`src/rtl/weight_stream_sequencer_pkg.sv`:
```
// Shared definitions for the kernel-weight stream sequencer: FSM encoding
// and the ROM address width helper.
package weight_stream_sequencer_pkg;

    typedef enum logic [1:0] {
        ST_IDLE  = 2'd0,
        ST_RUN   = 2'd1,
        ST_DRAIN = 2'd2,
        ST_DONE  = 2'd3
    } seq_state_t;

    // A one-entry ROM still needs a one-bit address port.
    function automatic int addr_w(input int mem_size);
        return (mem_size > 1) ? $clog2(mem_size) : 1;
    endfunction

endpackage

```
`src/rtl/stream_skid_buf2.sv`:
```
// Two-entry FIFO used as the output skid buffer of stream controllers.
// A push and a pop in the same cycle leave the occupancy unchanged.
module stream_skid_buf2 #(
    parameter int DATA_WIDTH = 16
) (
    input  logic                  clk,
    input  logic                  rst,
    input  logic                  push,
    input  logic [DATA_WIDTH-1:0] push_data,
    input  logic                  pop,
    output logic [1:0]            count,
    output logic [DATA_WIDTH-1:0] head
);

    logic [DATA_WIDTH-1:0] entry0;
    logic [DATA_WIDTH-1:0] entry1;
    logic                  wr_ptr;
    logic                  rd_ptr;
    logic                  do_push;
    logic                  do_pop;

    // Pops on an empty buffer and pushes into a full one are ignored.
    assign do_pop  = pop && (count != 2'd0);
    assign do_push = push && ((count != 2'd2) || do_pop);
    assign head    = rd_ptr ? entry1 : entry0;

    always_ff @(posedge clk or posedge rst) begin
        if (rst) begin
            entry0 <= '0;
            entry1 <= '0;
            wr_ptr <= 1'b0;
            rd_ptr <= 1'b0;
            count  <= 2'd0;
        end else begin
            if (do_push) begin
                if (wr_ptr) begin
                    entry1 <= push_data;
                end else begin
                    entry0 <= push_data;
                end
                wr_ptr <= ~wr_ptr;
            end
            if (do_pop) begin
                rd_ptr <= ~rd_ptr;
            end
            case ({do_push, do_pop})
                2'b10:   count <= count + 2'd1;
                2'b01:   count <= count - 2'd1;
                default: count <= count;
            endcase
        end
    end

endmodule

```
`src/rtl/weight_stream_sequencer.sv`:
```
// Streams the full kernel-weight ROM n_passes times into the weight FIFO,
// with the ap_start/ap_ready/ap_idle/ap_done layer handshake.
module weight_stream_sequencer
    import weight_stream_sequencer_pkg::*;
#(
    parameter int MEM_SIZE   = 9,
    parameter int DATA_WIDTH = 16,
    parameter int PASS_WIDTH = 16
) (
    input  logic                          ap_clk,
    input  logic                          ap_rst,
    input  logic                          ap_start,
    input  logic [PASS_WIDTH-1:0]         n_passes,
    output logic                          ap_ready,
    output logic                          ap_idle,
    output logic                          ap_done,
    output logic [addr_w(MEM_SIZE)-1:0]   weight_address,
    output logic                          weight_ce,
    input  logic [DATA_WIDTH-1:0]         weight_q,
    output logic [DATA_WIDTH-1:0]         output_V_din,
    input  logic                          output_V_full_n,
    output logic                          output_V_write
);

    localparam int ADDR_W = addr_w(MEM_SIZE);
    localparam logic [ADDR_W-1:0]     LAST_ADDR = ADDR_W'(MEM_SIZE - 1);
    localparam logic [ADDR_W-1:0]     ADDR_ONE  = ADDR_W'(1);
    localparam logic [PASS_WIDTH-1:0] PASS_ONE  = PASS_WIDTH'(1);

    seq_state_t            state;
    logic [PASS_WIDTH-1:0] passes_lat;
    logic [PASS_WIDTH-1:0] pass_cnt;
    logic                  inflight;
    logic [1:0]            buf_count;
    logic                  buf_pop;
    logic [2:0]            backlog;
    logic                  last_read;
    logic                  drain_empty;

    // The word requested last cycle arrives now and is pushed unconditionally.
    stream_skid_buf2 #(
        .DATA_WIDTH(DATA_WIDTH)
    ) u_skid_buf (
        .clk       (ap_clk),
        .rst       (ap_rst),
        .push      (inflight),
        .push_data (weight_q),
        .pop       (buf_pop),
        .count     (buf_count),
        .head      (output_V_din)
    );

    assign buf_pop        = (buf_count != 2'd0) && output_V_full_n;
    assign output_V_write = buf_pop;
    assign ap_ready       = (state == ST_IDLE) && ap_start;

    // Counting the same-cycle pop lets the stream sustain one word per cycle
    // while still leaving room for every word already requested.
    assign backlog     = {1'b0, buf_count} + {2'b00, inflight};
    assign weight_ce   = (state == ST_RUN) && (backlog <= (3'd1 + {2'b00, buf_pop}));
    assign last_read   = weight_ce && (weight_address == LAST_ADDR)
                         && (pass_cnt == (passes_lat - PASS_ONE));
    assign drain_empty = !inflight
                         && ((buf_count == 2'd0) || ((buf_count == 2'd1) && buf_pop));

    always_ff @(posedge ap_clk or posedge ap_rst) begin
        if (ap_rst) begin
            state          <= ST_IDLE;
            ap_idle        <= 1'b1;
            ap_done        <= 1'b0;
            passes_lat     <= '0;
            pass_cnt       <= '0;
            weight_address <= '0;
            inflight       <= 1'b0;
        end else begin
            inflight <= weight_ce;
            ap_done  <= 1'b0;
            case (state)
                ST_IDLE: begin
                    if (ap_start) begin
                        passes_lat     <= n_passes;
                        pass_cnt       <= '0;
                        weight_address <= '0;
                        ap_idle        <= 1'b0;
                        if (n_passes == '0) begin
                            state   <= ST_DONE;
                            ap_done <= 1'b1;
                        end else begin
                            state <= ST_RUN;
                        end
                    end
                end
                ST_RUN: begin
                    if (weight_ce) begin
                        if (weight_address == LAST_ADDR) begin
                            weight_address <= '0;
                            pass_cnt       <= pass_cnt + PASS_ONE;
                        end else begin
                            weight_address <= weight_address + ADDR_ONE;
                        end
                    end
                    if (last_read) begin
                        state <= ST_DRAIN;
                    end
                end
                ST_DRAIN: begin
                    if (drain_empty) begin
                        state   <= ST_DONE;
                        ap_done <= 1'b1;
                    end
                end
                ST_DONE: begin
                    state   <= ST_IDLE;
                    ap_idle <= 1'b1;
                end
                default: begin
                    state   <= ST_IDLE;
                    ap_idle <= 1'b1;
                end
            endcase
        end
    end

endmodule
```
`config.mk`:
```
export PLATFORM = sky130hd
export DESIGN_NAME = weight_stream_sequencer
export DESIGN_NICKNAME = d
export VERILOG_FILES = /design/src/rtl/weight_stream_sequencer_pkg.sv /design/src/rtl/stream_skid_buf2.sv /design/src/rtl/weight_stream_sequencer.sv
export SDC_FILE = /design/constraint.sdc
export NUM_CORES = 1
export LEC_CHECK = 0
export BUFFER_PORTS_ARGS = -buffer_cell sky130_fd_sc_hd__buf_2
export CAP_MARGIN = 10
export CORE_MARGIN = 5
export CORE_UTILIZATION = 45
export CTS_CLUSTER_DIAMETER = 100
export DETAILED_ROUTE_END_ITERATION = 7
export PLACE_DENSITY_LB_ADDON = 0.2
export SYNTH_ARGS = -nofsm -noshare
export SYNTH_HDL_FRONTEND = slang
export SYNTH_SLANG_ARGS = --single-unit
```
`constraint.sdc`:
```
create_clock -name ap_clk -period 7.9 [get_ports ap_clk]
set_input_delay 0.79 -clock ap_clk [delete_from_list [all_inputs] [get_ports ap_clk]]
set_output_delay 0.79 -clock ap_clk [all_outputs]
set_load 0.1 [all_outputs]
```
== Yosys cells after proc, flatten, opt, wreduce, memory -nomap -nowiden ==
Index checks and enable logic that the tools add are counted.

* Output and inout port bits: 25
* Bits of input ports: 36
* Flip-flop bits (word level): 77
* Word-level logic and storage cells: 83

* Bitwise operators: 2
* $lt $le $gt $ge: 1
* Mux-type cells: 21
* Reductions and logical operators: 26
* Equality and inequality tests: 14
* $add $sub $neg: 7

{| class="wikitable"
|+ Operator list
! kind !! number
|-
| $mux W16 || 4
|-
| $pmux W16 S2 || 1
|-
| $add A16 B1 Y16 const B || 1
|-
| $eq A16 B16 Y1 || 1
|-
| $logic_not A16 Y1 || 1
|-
| $sub A16 B1 Y16 const B || 1
|-
| $mux W4 || 3
|-
| $ne A2 B2 Y1 const B || 5
|-
| $logic_and A1 B1 Y1 || 9
|-
| $mux W2 || 4
|-
| $pmux W2 S4 || 1
|-
| $pmux W4 S2 || 1
|-
| $reduce_and A2 Y1 || 4
|-
| $reduce_bool A2 Y1 || 4
|-
| $eq A2 B1 Y1 const B || 3
|-
| $eq A2 B2 Y1 const B || 3
|-
| $reduce_and A3 Y1 || 2
|-
| $add A4 B1 Y4 const B || 1
|-
| $eq A4 B4 Y1 const B || 1
|-
| $logic_not A2 Y1 || 2
|-
| $mux W1 || 4
|-
| $pmux W1 S2 || 2
|-
| $pmux W2 S2 || 1
|-
| $reduce_and A4 Y1 || 1
|-
| 9 further kinds || 11
|}

== Logic depth before layout (Yosys ltp) ==
* Depth in word-level cells: 9
* Gate-level depth with buffers: 12
* Mapped depth without buffers: 11

== By module ==
Synthesis repeated with hierarchy kept, for this count alone.

* Cell total of the unflattened synthesis: 377
* Area total of the unflattened synthesis: 4,286.6 sq um

{| class="wikitable"
|+ Modules (own cells, without submodules)
! module !! seq. area each (sq um) !! instances !! area each (sq um) !! cells each
|-
| weight_stream_sequencer || 1,027.2 || 1 || 2,588.7 || 268
|-
| stream_skid_buf2 || 900.9 || 1 || 1,697.9 || 109
|}

== Least setup slack after synthesis ==
Ideal clock, no wire load.

* Kind: input -> register
* Start point: input port output_V_full_n
* End point: register pass_cnt[15]
* Library setup time: 132 ps
* Buffers on the path: 0
* Arrival time: 5,284 ps
* Stages on the path: 9
* Setup slack: 2,484 ps
* Cells stage by stage: nand2b_1 -> fa_1 -> nor3b_1 -> o21ai_0 -> nand4b_1 -> a211oi_1 -> nand4_1 -> xor2_1 -> nor2_1

* Word-level cells in the longest chain between the ends: 6

{| class="wikitable"
|+ Ends and longest elaborated chain
! what !! RTL line !! text
|-
| start: declaration || weight_stream_sequencer.sv:21 || <nowiki>input logic output_V_full_n,</nowiki>
|-
| $logic_and A1 B1 Y1 || weight_stream_sequencer.sv:53 || <nowiki>assign buf_pop = (buf_count != 2'd0) && output_V_full_n;</nowiki>
|-
| $add A1 B1 Y2 || weight_stream_sequencer.sv:60 || <nowiki>assign weight_ce = (state == ST_RUN) && (backlog <= (3'd1 + {2'b00, buf_pop}));</nowiki>
|-
| $le A3 B2 Y1 || weight_stream_sequencer.sv:60 ||
|-
| $logic_and A1 B1 Y1 || weight_stream_sequencer.sv:60 ||
|-
| named net weight_ce || weight_stream_sequencer.sv:18 || <nowiki>output logic weight_ce,</nowiki>
|-
| $ne A2 B2 Y1 (no source line) || n/a ||
|-
| $reduce_and A4 Y1 (no source line) || n/a ||
|-
| end signal: assignment || weight_stream_sequencer.sv:97 || <nowiki>pass_cnt <= pass_cnt + PASS_ONE;</nowiki>
|-
| end: declaration || weight_stream_sequencer.sv:32 || <nowiki>logic [PASS_WIDTH-1:0] pass_cnt;</nowiki>
|}

The timed path passes the listed nets, and every way through them passes these cells.
A chain may end at the register's enable or synchronous reset.

== Worst setup path in the final report ==
* Start point: register u_skid_buf.count[1]
* End point: register pass_cnt[12]

* Word-level cells in the longest chain between the ends: 7
* Elaborated cells on any way between the ends: 8
* Those cells by class: add/sub: 2; order compare: 1; eq/ne: 1; reduce/logical: 4

{| class="wikitable"
|+ Ends and longest elaborated chain
! what !! RTL line !! text
|-
| start: declaration || stream_skid_buf2.sv:11 || <nowiki>output logic [1:0] count,</nowiki>
|-
| start signal: assignment || stream_skid_buf2.sv:47 || <nowiki>2'b10: count <= count + 2'd1;</nowiki>
|-
| start signal: assignment || stream_skid_buf2.sv:48 || <nowiki>2'b01: count <= count - 2'd1;</nowiki>
|-
| start signal: assignment || stream_skid_buf2.sv:49 || <nowiki>default: count <= count;</nowiki>
|-
| $reduce_bool A2 Y1 || weight_stream_sequencer.sv:53 ||
|-
| $logic_and A1 B1 Y1 || weight_stream_sequencer.sv:53 ||
|-
| $add A1 B1 Y2 || weight_stream_sequencer.sv:60 ||
|-
| $le A3 B2 Y1 (*) || weight_stream_sequencer.sv:60 ||
|-
| $logic_and A1 B1 Y1 (*) || weight_stream_sequencer.sv:60 ||
|-
| $ne A2 B2 Y1 (no source line) (*) || n/a ||
|-
| $reduce_and A4 Y1 (no source line) (*) || n/a ||
|}

Every way passes the cells marked *; elsewhere a longest branch is shown, timed or not.

==> metrics.md <==
| Metric | Value |
|---|---|
| Global-route usage over all layers | `0.159` |
| Diode insertion count for antenna repair | `0` |
| Placeable core region | `8760 µm²` |
| Seq/Total Area, Yosys | `0.473` |
| Worst min-delay path startpoint | `u_skid_buf.entry0[1]$_DFFE_PP0P_` |
| Post-Synthesis Mean Instance Area | `11.5 µm²` |
| Synthesized instance count | `355` |
| Data arrival time of the worst path | `3.90 ns` |
| Async set or reset register ratio after synthesis | `1.00` |
| Largest delay share family, worst path | `compound AO/OA/AOI/OAI gates` |
| Normalized max-slew margin | `0.354` |
| Number of buffers added by the clock tree synthesis step | `9` |
| Compound-gate portion of the synthesized area | `0.0473` |
| Slowest cell delay on critical path | `0.81 ns` |
| Worst r2r src | `u_skid_buf.count[1]$_DFFE_PP0P_` |
| Category of the most critical setup path | `reg -> reg` |
| Distinct cell type count after synthesis | `45` |
| Area share of the largest cell type after synthesis | `0.467` |
| Min setup slack post-route | `4.20 ns` |
| Largest net degree at the start of global routing | `78` |
| Vias per Instance | `5.37` |
| Adder-Cell Fraction of Synth Area | `0.0510` |
| Library cell contributing the largest single delay on the critical path | `sky130_fd_sc_hd__a21oi_1` |
| Maximum operating frequency | `270 MHz` |
| Tcrit/Tclk final | `0.468` |
| Worst setup path startpoint | `u_skid_buf.count[1]$_DFFE_PP0P_` |
| Dominant cells by area after synthesis | `sky130_fd_sc_hd__dfrtp_1 47%, sky130_fd_sc_hd__mux2_2 17%, sky130_fd_sc_hd__xor2_1 5.2%` |
| Most frequent cells in the layout | `76 x sky130_fd_sc_hd__dfrtp_1, 62 x sky130_fd_sc_hd__mux2_2, 60 x sky130_fd_sc_hd__buf_2` |
| Mux contribution to synthesized area | `0.176` |
| Most common library cell in the layout ignoring fill and taps | `sky130_fd_sc_hd__dfrtp_1` |
| Cell type contributing the most total cell area after synthesis | `sky130_fd_sc_hd__dfrtp_1` |
| Max-slew violations | `0` |
| Layout cell share with drive strength beyond 1 | `0.350` |
| Least-Margin Pin Slew | `0.969 ns` |
| Total number of vias | `2869` |
| Clock sinks | `77` |
| Drt total wl | `8710 µm` |
| Hold Path Stages | `1` |
| Standard-cell rows | `34` |
| Detailed-placement wirelength estimate | `6390 µm` |
| DP Worst Slack | `4.11 ns` |
| Number of hold buffers added after CTS | `0` |
| Number of antenna violations at the first check in global routing | `0` |
| Number of gates on the worst path with buffers counted | `11` |
| Endpoint type of the worst setup path | `register` |
| Number of warnings reported in the yosys synthesis log | `0` |
| RSZ-0062 raised after global routing | `false` |
| Detailed router's first-iteration violation count | `117` |
| CTS H-tree depth | `3` |
| Number of remaining DRC errors | `0` |
| Worst-case reg-to-reg path depth | `11` |
| # resized after CTS | `0` |
| Worst-skew pair later-pin latency | `0.35 ns` |
| Number of placed I/O pins | `61` |
| Maximum buffer depth of the clock tree | `2` |
| Post-Synth XOR/XNOR Area | `0.0986` |
| Buffers inserted during post-CTS setup optimization | `0` |
| Multi-input logic area | `2060 µm²` |
| Global-route wire length before repair | `14200 µm` |
| Crit Path Max Fanout | `13` |
| Buffer cell driving the clock tree root | `sky130_fd_sc_hd__clkbuf_8` |
| Basic-gate share of the synthesized area counting and, or, nand and nor cells | `0.132` |
| Initial Utilization | `0.465` |
| Die Y-Extent | `105 µm` |
| Final weighted congestion of routability-driven global placement | `0.875` |
| Final Hold Viols | `0` |
| Count of final setup violators | `0` |
| Die outline width | `105 µm` |
| Final global-route overflow total | `0` |
| Post-synthesis net count | `407` |
| Wire length per cell | `16.3 µm` |
| Worst Skew | `0.00932 ns` |
| CTS clock-pin slew for the worst setup and hold paths | `0.09 ns` |
| Area of the die | `11100 µm²` |
| Synth Cell Area | `4080 µm²` |
| TritonRoute pass-1 iters | `4` |
| Register Area | `1930 µm²` |
| Most frequently used flop master after synthesis | `sky130_fd_sc_hd__dfrtp_1` |
| Shortest period the worst path allows | `3.70 ns` |
| Worst hold path type | `reg -> reg` |
| Main combinational cell family by area after synthesis | `multiplexers` |
| Flip-flop and latch count after synthesis | `77` |
| Worst Path Required | `8.10 ns` |
| TritonCTS clock tree | `yes` |
| Total Negative Setup Slacks | `0 ns` |
| Layout overhead on the synthesized area | `15.4%` |
| Remaining antenna violation count after routing | `0` |
| Status | `finished clean` |
| Final-stage net count | `473` |
| Maxcap violations | `0` |
| Number of global-route vias before repair | `2930` |
| EDFF count, synth | `0` |
| Series of cell instances along the critical path | `inv_1, ha_1, nand2b_1, fa_1, nor3b_1, o21ai_0, nand4b_1, a21oi_1, nand4_1, xor2_1, nor2_1` |
| Fill cell count | `754` |
| Type of origin of the critical path | `register` |
| Count of buffers inserted at the top-level ports | `60` |
| WP buf/inv | `1` |
## per-layer routing
layer | GRT usage | routed length, µm
met1 | 0.214 | 3930
met2 | 0.250 | 4220
met3 | 0.0333 | 469
met4 | 0.0648 | 88
met5 | 0 | 0
## Yosys cell counts, types with 8 or more instances
library cell              count
sky130_fd_sc_hd__o21ai_0     11
sky130_fd_sc_hd__ha_1        15
sky130_fd_sc_hd__xor2_1      24
sky130_fd_sc_hd__xnor2_1     20
sky130_fd_sc_hd__dfrtp_1     76
sky130_fd_sc_hd__nor2_1      30
sky130_fd_sc_hd__a21oi_1      8
sky130_fd_sc_hd__nand3_1     10
sky130_fd_sc_hd__inv_1       15
sky130_fd_sc_hd__mux2_2      62
sky130_fd_sc_hd__nand2_1     18
sky130_fd_sc_hd__nand4_1      9
## layout make-up
class                           count  share of cell area
Sequential cell                    77               0.410
Multi-Input combinational cell    255               0.437
Inverter                           15              0.0120
Tap cell                          108              0.0287
Clock inverter                      7              0.0168
Timing Repair Buffer               63              0.0687
Clock buffer                        9              0.0263
## per-stage QoR
step / util / area (µm²) / hold slack [ns] / cells
final: 0.537 / 4700 / 0.510 / 534
after CTS: 0.537 / 4700 / 0.512 / 534
after global routing: 0.537 / 4700 / 0.524 / 534
after global placement: 0.513 / 4500 / 0.481 / 518
after floorplan: - / 4080 / 0.468 / 355
after detailed placement: 0.513 / 4500 / 0.492 / 518
## final timing paths
check	endpoint	slack, ns
max in group asynchronous	pass_cnt[10]$_DFFE_PP0P_	6.55
min in group asynchronous	u_skid_buf.entry0[4]$_DFFE_PP0P_	0.73
max reg2reg	pass_cnt[12]$_DFFE_PP0P_	4.20
max	pass_cnt[12]$_DFFE_PP0P_	4.20
min	u_skid_buf.entry0[1]$_DFFE_PP0P_	0.51
min reg2reg	u_skid_buf.entry0[1]$_DFFE_PP0P_	0.51
## sequential cells by signal, indices dropped and copies added, names as in the netlist
name	flops
pass_cnt	16
passes_lat	16
u_skid_buf.entry0	16
u_skid_buf.entry1	16
weight_address	4
state	2
u_skid_buf.count	2
ap_done	1
ap_idle	1
inflight	1
u_skid_buf.rd_ptr	1
u_skid_buf.wr_ptr	1
## kinds of logic (layout without fill, tap and decap cells)
kind of cell,Yosys count,count (layout)
buffers and inverters,23,94
adders and majority gates,16,16
xor gates and xnor gates,45,45
AOI/OAI and AO/OA,30,30
DFF,77,77
muxes,64,64
and+or+nand+nor,100,100
## worst reg2reg max path, stage by stage (launching register included)
cell and delay (ns):
sky130_fd_sc_hd__dfrtp_1 0.45, sky130_fd_sc_hd__inv_1 0.09, sky130_fd_sc_hd__ha_1 0.19, sky130_fd_sc_hd__nand2b_1 0.24
sky130_fd_sc_hd__fa_1 0.52, sky130_fd_sc_hd__nor3b_1 0.15, sky130_fd_sc_hd__o21ai_0 0.38, sky130_fd_sc_hd__nand4b_1 0.23
sky130_fd_sc_hd__a21oi_1 0.81, sky130_fd_sc_hd__nand4_1 0.23, sky130_fd_sc_hd__xor2_1 0.20, sky130_fd_sc_hd__nor2_1 0.05
Power is not shown: default switching activity piles up to over one toggle a cycle in this logic, so the estimate is an artifact.
